--- config.mk ---
export PLATFORM = sky130hd
export DESIGN_NAME = mio_bus_ctrl
export DESIGN_NICKNAME = d
export VERILOG_FILES = /design/src/rtl/mio_bus_ctrl.sv
export SDC_FILE = /design/constraint.sdc
export NUM_CORES = 1
export LEC_CHECK = 0
export CELL_PAD_IN_SITES_DETAIL_PLACEMENT = 2
export CELL_PAD_IN_SITES_GLOBAL_PLACEMENT = 2
export CORE_MARGIN = 5
export CORE_UTILIZATION = 31
export DETAILED_ROUTE_END_ITERATION = 6
export PLACE_DENSITY = 0.92
export SLEW_MARGIN = 10
export SYNTH_ARGS = -nofsm -noshare
export SYNTH_HDL_FRONTEND = slang
export SYNTH_SLANG_ARGS = --single-unit
--- constraint.sdc ---
create_clock -name clk -period 12.7 [get_ports clk]
set_clock_uncertainty 0.05 [all_clocks]
set_input_delay 3.175 -clock clk [delete_from_list [all_inputs] [get_ports clk]]
set_output_delay 3.175 -clock clk [all_outputs]
set_load 0.005 [all_outputs]
--- src/rtl/mio_bus_ctrl.sv ---
// CPU memory/IO bus controller: decodes RAM, LED, switch and counter regions,
// sequences each access through IDLE -> BUSY -> DONE with a one-cycle ready strobe.
//
// state | meaning
// IDLE  | waiting for CPU_MIO; request latched on the accepting edge
// BUSY  | wait counter runs down; commit/capture on the edge where it is 0
// DONE  | MIO_ready high for this single cycle, then back to IDLE

module mio_bus_ctrl #(
    parameter int RAM_WAIT = 1,
    parameter int RAM_AW   = 10
) (
    input  logic              clk,
    input  logic              rst,
    input  logic              CPU_MIO,
    input  logic              MemRW,
    input  logic [31:0]       Addr_out,
    input  logic [31:0]       Data_out,
    output logic [31:0]       Data_in,
    output logic              MIO_ready,
    output logic              ram_we,
    output logic [RAM_AW-1:0] ram_addr,
    output logic [31:0]       ram_din,
    input  logic [31:0]       ram_dout,
    input  logic [15:0]       sw_in,
    output logic [15:0]       led_out
);

    typedef enum logic [1:0] {IDLE, BUSY, DONE} state_t;
    typedef enum logic [2:0] {RGN_RAM, RGN_LED, RGN_SW, RGN_CNT, RGN_NONE} rgn_t;

    localparam logic [3:0] WAIT_INIT = 4'(RAM_WAIT);

    state_t            state, state_nxt;
    rgn_t              rgn_dec, rgn_q;
    logic              we_q;
    logic [31:0]       wdata_q;
    logic [RAM_AW-1:0] waddr_q;
    logic [3:0]        wait_cnt;
    logic [31:0]       counter;
    logic              accept, finish;
    logic              unused_addr_lsb;

    assign unused_addr_lsb = ^Addr_out[1:0];
    assign ram_addr        = waddr_q;
    assign ram_din         = wdata_q;

    always_comb begin
        rgn_dec = RGN_NONE;
        if (Addr_out[31:12] == 20'h0)
            rgn_dec = RGN_RAM;
        else if (Addr_out[31:2] == 30'h3C00_0000)
            rgn_dec = RGN_LED;
        else if (Addr_out[31:2] == 30'h3C00_0001)
            rgn_dec = RGN_SW;
        else if (Addr_out[31:2] == 30'h3C00_0002)
            rgn_dec = RGN_CNT;
    end

    always_ff @(posedge clk or posedge rst) begin
        if (rst)
            state <= IDLE;
        else
            state <= state_nxt;
    end

    always_comb begin
        state_nxt = state;
        accept    = 1'b0;
        finish    = 1'b0;
        ram_we    = 1'b0;
        case (state)
            IDLE: begin
                if (CPU_MIO) begin
                    accept    = 1'b1;
                    state_nxt = BUSY;
                end
            end
            BUSY: begin
                if (wait_cnt == 4'd0) begin
                    finish    = 1'b1;
                    ram_we    = we_q && (rgn_q == RGN_RAM);
                    state_nxt = DONE;
                end
            end
            DONE:    state_nxt = IDLE;
            default: state_nxt = IDLE;
        endcase
    end

    // Request latch and wait counter; only RAM reads need the extra wait.
    always_ff @(posedge clk or posedge rst) begin
        if (rst) begin
            rgn_q    <= RGN_NONE;
            we_q     <= 1'b0;
            wdata_q  <= '0;
            waddr_q  <= '0;
            wait_cnt <= 4'd0;
        end else if (accept) begin
            rgn_q    <= rgn_dec;
            we_q     <= MemRW;
            wdata_q  <= Data_out;
            waddr_q  <= Addr_out[RAM_AW+1:2];
            wait_cnt <= (rgn_dec == RGN_RAM && !MemRW) ? WAIT_INIT : 4'd0;
        end else if (state == BUSY && wait_cnt != 4'd0) begin
            wait_cnt <= wait_cnt - 4'd1;
        end
    end

    always_ff @(posedge clk or posedge rst) begin
        if (rst) begin
            MIO_ready <= 1'b0;
            Data_in   <= '0;
            led_out   <= '0;
            counter   <= '0;
        end else begin
            MIO_ready <= finish;
            if (finish && we_q && rgn_q == RGN_CNT)
                counter <= wdata_q;
            else
                counter <= counter + 32'd1;
            if (finish && we_q && rgn_q == RGN_LED)
                led_out <= wdata_q[15:0];
            // Read capture sees the counter value from before this edge.
            if (finish && !we_q) begin
                case (rgn_q)
                    RGN_RAM: Data_in <= ram_dout;
                    RGN_LED: Data_in <= {16'h0, led_out};
                    RGN_SW:  Data_in <= {16'h0, sw_in};
                    RGN_CNT: Data_in <= counter;
                    default: Data_in <= '0;
                endcase
            end
        end
    end

endmodule
==> flow_metrics.py, run 1 <==
metrics = {
    "sta": {
        "timing.final.crit_share_pct": 44.8,
        "setup_viol": 0,
        "tightest_slew_ns": 1.16,
        "drv_slew": 0,
        "finalWorstPathRequiredPeriod_ns": 5.68,
        "fmax_ghz": 0.176,
        "finalHoldViolations": 0,
        "slew_headroom_pct": 22.5,
        "whs_ns": 0.458,
        "fin_tns_setup_ns": 0,
        "grt_setup_unrepaired": "no",
    },
    "route": {
        "ant_nets": 0,
        "vias": 5528,
        "vias_per_cell": 5.37,
        "post_drt_wl_per_cell_um": 23.8,
        "finalWirelength_um": 24500,
        "drc": 0,
        "drt_pass1_iterations": 4,
        "drt_iter0_markers": 291,
    },
    "outcome": {
        "status": "finished, final reports clean",
    },
    "power": {
        "switching_share_pct": 31.2,
        "p_int_uw": 1300,
        "peakVddDrop_v": 0.0000944,
        "power_frac_clock_pct": 29.3,
        "leakagePower_uw": 0.00360,
        "pwr-share-comb_pct": 33.1,
        "pwr-share-seq_pct": 37.6,
        "power_density_nw_per_um2": 207,
        "p_sw_uw": 591,
    },
    "synth": {
        "avgSynthCellArea_um2": 11.2,
        "synth_area_leaders": "dfrtp_1, mux2_2, a22oi_1",
        "async_flop_share_pct": 100,
        "synth_top_area_share_pct": 53.0,
        "synth_edf_count": 0,
        "synth_top_cell_by_area": "dfrtp_1",
        "syn-cell-area_um2": 6230,
        "ys_seq_area_share_pct": 53.4,
        "yosys_warnings": 0,
        "synthesis.nets": 675,
        "synthCells": 556,
        "ys_ff_latch": 133,
        "synthFlopType": "dfrtp_1",
        "yosysUniqueCellTypes": 49,
    },
    "critical_path": {
        "worstSetupStartpoint": "wait_cnt[0]$_DFFE_PP0P_",
        "crit_required_ns": 9.47,
        "start_kind": "flop",
        "path_class": "flop to output pin",
        "crit_arrival_ns": 2.46,
        "worstPathMaxFanout": 5,
        "r2r-start": "rgn_q[2]$_DFFE_PP1P_",
        "worst_setup_path_end_kind": "output pin",
    },
    "layout": {
        "drive_gt1_share_pct": 15.3,
        "synthToLayoutAreaGrowth_pct": 47.1,
        "diodes": 0,
        "nets": 871,
    },
    "grt": {
        "antenna_found_initial": 0,
        "overflow": 0,
        "grt_pass1_wl_um": 37800,
        "first_global_vias": 6461,
        "grt_max_degree": 78,
        "grt_usage_pct": 21.6,
    },
    "cts": {
        "clk_transition_reported_paths_ns": 0.06,
        "root_buffer": "clkbuf_16",
        "hold_buffers": 0,
        "clkLatencyLatePin_ns": 0.43,
        "cts_resized": 0,
        "cts_tree": "done",
        "clockBufferDepth": 2,
        "cts_sinks": 133,
        "cts_buffers": 17,
        "ctsHtreeMaxLevel": 4,
        "cts_setup_buffers": 0,
    },
    "floorplan": {
        "initial_core_util_pct": 31.7,
        "io_pins": 208,
        "rows": 51,
        "die_h_um": 152,
        "die_x_um": 152,
        "die_area_um2": 23000,
        "core_area_um2": 19700,
    },
    "placement": {
        "portBuffers": 205,
        "dpl.hpwl_um": 17600,
        "place_congestion": 0.853,
    },
    "job": {
        "max_cap_violations": 0,
    },
    "min_path": {
        "min-delay-start": "ram_addr[5]$_DFFE_PP0P_",
        "min_path_type": "flop to flop",
    },
}
[power groups by stage]
stage          combinational, uW  sequential [uW]  clock, uW
2_1_floorplan                252              683          0
3_3_place_gp                 590              698          0
3_5_place_dp                 632              717          0
4_1_cts                      643              714        567
5_1_grt                      675              732        585
6_report                     626              711        555
[sequential cells by signal, summed over array words and instances, names as in the netlist, 2 cells and up]
name / flops
ram_addr: 10
Data_in: 32
ram_din: 32
led_out: 16
rgn_q: 3
state: 2
wait_cnt: 4
counter: 32
[final timing paths]
check	slack (ns)	cells after the start	endpoint
hold reg to reg	0.46	1	ram_addr[5]$_DFFE_PP0P_
setup reg to reg	9.58	6	counter[28]$_DFF_PP0_
max in group asynchronous	8.00	3	counter[9]$_DFF_PP0_
min in group asynchronous	3.12	2	ram_addr[6]$_DFFE_PP0P_
setup / recovery	7.02	6	ram_we
hold / removal	0.46	1	ram_addr[5]$_DFFE_PP0P_
[cell usage in the layout, fill, tap and decap left out, types with 8 or more instances in the layout]
master	netlist	final
buf_4	1	9
nand3_1	12	12
a31oi_1	31	31
clkdlybuf4s50_1	0	205
nor2_1	70	70
clkbuf_16	0	17
a22oi_1	48	48
nand4_1	16	16
dfrtp_1	132	132
mux2_2	50	50
inv_1	9	8
nand2_1	10	10
a21oi_1	32	32
xor2_1	11	11
mux2_4	10	10
or4_1	13	13
[synthesized netlist by cell type (2+ instances only)]
cell type,number
dfrtp_1,132
nor2_1,70
mux2_2,50
a22oi_1,48
a21oi_1,32
a31oi_1,31
buf_2,17
clkbuf_1,16
nand4_1,16
or4_1,13
nand3_1,12
xor2_1,11
mux2_4,10
nand2_1,10
inv_1,9
and3_1,7
o31ai_1,7
xnor2_1,7
o21ai_0,6
or3_1,6
and4_1,5
nor3_1,4
ha_1,3
o22ai_1,3
a31o_2,2
and2_1,2
buf_6,2
nand2b_1,2
nor3b_1,2
nor4_1,2
[logic make-up (layout without fill, tap and decap cells)]
family	after synthesis	in the layout	share of synthesized area [%]
AO/OA/AOI/OAI	133	133	14.0
XOR/XNOR	18	18	2.53
adder cells (fa/ha/maj)	3	3	0.603
buffers and inverters	46	255	3.68
flip-flops	133	133	53.4
multiplexers	60	60	11.4
AND/OR/NAND/NOR	163	163	14.3
[final cells by class]
class / count / area [um^2]
clock buffers: 17 / 425
clock inverters: 15 / 230
well taps: 265 / 332
inverters: 9 / 38.8
fillers: 2002 / 10500
flip-flops and latches: 133 / 3330
repair buffers: 214 / 2120
multi-input cells: 377 / 2690
[critical path, stage by stage (launching register included)]
cell and delay, ns:
dfrtp_1 0.42, inv_1 0.11, ha_1 0.16, or3b_1 0.49
nor2_4 0.16, and3_1 0.17, clkdlybuf4s50_1 0.52
[metal layers]
| layer | GRT usage [%] | up-vias | part of all wire, % |
|---|---|---|---|
| met5 | 0 | - | 0 |
| met4 | 7.10 | 0 | 2.1 |
| met2 | 40.8 | 165 | 55 |
| li1 | - | 2474 | - |
| met1 | 24.1 | 2856 | 38 |
| met3 | 4.43 | 33 | 4.8 |
[stage by stage]
| step | util (%) | worst slack [ns] | total power, uW | std cells | cell area (um^2) |
|---|---|---|---|---|---|
| after detailed placement | 43.3 | 7.46 | 1350 | 998 | 8510 |
| after global placement | 43.3 | 7.56 | 1290 | 998 | 8510 |
| after CTS | 46.6 | 6.97 | 1920 | 1030 | 9160 |
| after global routing | 46.6 | 6.92 | 1990 | 1030 | 9160 |
| final | 46.6 | 7.02 | 1890 | 1030 | 9160 |
| after floorplan | - | 5.92 | 935 | 556 | 6230 |
Note: power is estimated with default switching activity, not from simulation.
==> run 2: changes to the inputs <==
CORE_UTILIZATION = 26   (was 31)
PLACE_DENSITY = 0.83   (was 0.92)
clock period = 4.75 ns   (was 12.7 ns; I/O delays follow)
==> run 2 against run 1 <==
  * Largest power group unchanged
  * Setup slack worse by 5.9 ns
  * Final cell count grew 5.4%
  * Worst hold slack lost 0.0046 ns
  * Die area rose by 18%
  * First-iteration DRC count shrank 9.3%
  * Utilization fell by 7.3 points
  * Final area grew 1.0%
  * Sequential power grew to 2.6 times the previous value
  * Clock power grew to 2.6 times the previous value
  * Combinational power rose to 2.6 times the previous value
==> flow_metrics.py, run 2 (same netlist as run 1, synthesis figures left out) <==
metrics = {
    "outcome": {
        "status": "finished, final reports clean",
    },
    "critical_path": {
        "reg2reg_depth": 7,
        "path_cells": "inv_1 -> ha_1 -> or3b_1 -> nor2_4 -> and3_1 -> clkdlybuf4s50_1",
        "crit_required_ns": 3.51,
        "start_kind": "flop",
        "crit_slowest_cell": "clkdlybuf4s50_1",
        "r2r-start": "wait_cnt[0]$_DFFE_PP0P_",
        "path_class": "flop to output pin",
        "reg2reg_slack_ns": 2.00,
        "worstPathMaxFanout": 5,
        "cpPeakStageDelay_ns": 0.53,
        "cp-endpoint": "ram_we",
        "worst_setup_path_end_kind": "output pin",
        "rr_endpoint": "Data_in[17]$_DFFE_PP0P_",
        "crit_arrival_ns": 2.43,
        "worstSetupStartpoint": "wait_cnt[0]$_DFFE_PP0P_",
    },
    "cts": {
        "hold_buffers": 0,
        "ctsHtreeMaxLevel": 4,
        "cts_buffers": 17,
        "clk_transition_reported_paths_ns": 0.06,
        "root_buffer": "clkbuf_16",
        "cts_sinks": 133,
        "clkLatencyLatePin_ns": 0.43,
        "cts_resized": 0,
        "cts_tree": "done",
        "cts_setup_buffers": 0,
        "clockBufferDepth": 2,
    },
    "route": {
        "ant_nets": 0,
        "wl_met1_um": 9580,
        "drc": 0,
        "dr_wl_met3_um": 1550,
        "vias_per_cell": 5.01,
        "vias": 5442,
        "drt_iter0_markers": 264,
        "finalWirelength_um": 23600,
        "top_layer": "met5",
        "dr_wl_met2_um": 12200,
        "post_drt_wl_per_cell_um": 21.7,
        "drt_pass1_iterations": 4,
    },
    "sta": {
        "timing.final.crit_share_pct": 77.3,
        "fmax_ghz": 0.272,
        "finalHoldViolations": 0,
        "drv_slew": 0,
        "grt_setup_unrepaired": "no",
        "setup_viol": 0,
        "finalWorstPathRequiredPeriod_ns": 3.67,
        "fin_tns_setup_ns": 0,
        "slew_headroom_pct": 21.3,
        "tightest_slew_ns": 1.18,
    },
    "floorplan": {
        "die_h_um": 165,
        "initial_core_util_pct": 26.5,
        "die_x_um": 165,
        "die_area_um2": 27200,
        "rows": 56,
        "core_area_um2": 23500,
        "io_pins": 208,
    },
    "placement": {
        "portBuffers": 205,
        "dp.cells": 1054,
        "place_congestion": 0.721,
        "dpl.hpwl_um": 16800,
    },
    "layout": {
        "stdcell_count": 1086,
        "diodes": 0,
        "nFillCells": 2473,
        "synthToLayoutAreaGrowth_pct": 48.5,
        "multi_input_comb_area_um2": 2690,
        "final_common_cell": "clkdlybuf4s50_1",
        "ff_latch_area_um2": 3330,
        "drive_gt1_share_pct": 15.5,
        "final_cell_mix": "clkdlybuf4s50_1, dfrtp_1, nor2_1",
        "nets": 873,
    },
    "grt": {
        "grt_pass1_wl_um": 36600,
        "first_global_vias": 6214,
        "grt_usage_pct": 17.7,
        "overflow": 0,
        "grt_max_degree": 134,
        "antenna_found_initial": 1,
    },
    "job": {
        "max_cap_violations": 0,
    },
    "power": {
        "power_density_nw_per_um2": 538,
        "peakVddDrop_v": 0.000215,
        "leakagePower_uw": 0.00360,
    },
    "min_path": {
        "min_path_type": "flop to flop",
    },
}
==> run 2: area by class of cell <==
cell class | instances | area share [%]
multi-input combinational | 377 | 29.0
clock inverter | 12 | 1.89
inverter | 9 | 0.406
timing repair buffer | 216 | 23.3
tap | 319 | 4.31
sequential | 133 | 36.0
clock buffer | 20 | 5.04
==> run 2: routing by layer <==
| metal | vias up | track usage [%] |
|---|---|---|
| li1 | 2473 | - |
| met1 | 2796 | 21.0 |
| met2 | 148 | 31.4 |
| met3 | 23 | 5.12 |
| met4 | 2 | 4.42 |
| met5 | - | 0 |
==> run 2: how the worst min path moves through the flow <==
stage                     cells after the start               startpoint                       to
after CTS                                     1  ram_addr[7]$_DFFE_PP0P_  ram_addr[7]$_DFFE_PP0P_
after global placement                        1  ram_addr[3]$_DFFE_PP0P_  ram_addr[3]$_DFFE_PP0P_
final                                         1  ram_addr[7]$_DFFE_PP0P_  ram_addr[7]$_DFFE_PP0P_
after floorplan                               1     counter[0]$_DFF_PP0_     counter[0]$_DFF_PP0_
after detailed placement                      1  ram_addr[7]$_DFFE_PP0P_  ram_addr[7]$_DFFE_PP0P_
after global routing                          1  ram_addr[5]$_DFFE_PP0P_  ram_addr[5]$_DFFE_PP0P_
==> run 2: worst max-delay path, delay by kind of cell, from the launching register on <==
kind,cells,cell delay [ns]
AND/OR/NAND/NOR,3,0.82
buffers and inverters,2,0.62
flip-flops,1,0.40
adder cells (fa/ha/maj),1,0.17
==> run 2: report_power, final <==
group	internal [uW]	switching, uW
logic	1020	630
registers	1530	351
clock network	920	530
==> run 2: metrics by stage <==
stage / area, um^2 / hold WS (ns) / total power, uW / utilization, % / setup WS [ns]
finish: 9250 / 0.453 / 4980 / 39.3 / 1.08
global route: 9250 / 0.487 / 5290 / 39.3 / 0.970
CTS: 9250 / 0.460 / 5070 / 39.3 / 1.05
detailed placement: 8610 / 0.448 / 3580 / 36.6 / 1.55
global placement: 8610 / 0.439 / 3490 / 36.6 / 1.59
floorplan: 6230 / 0.430 / 2500 / - / 1.86
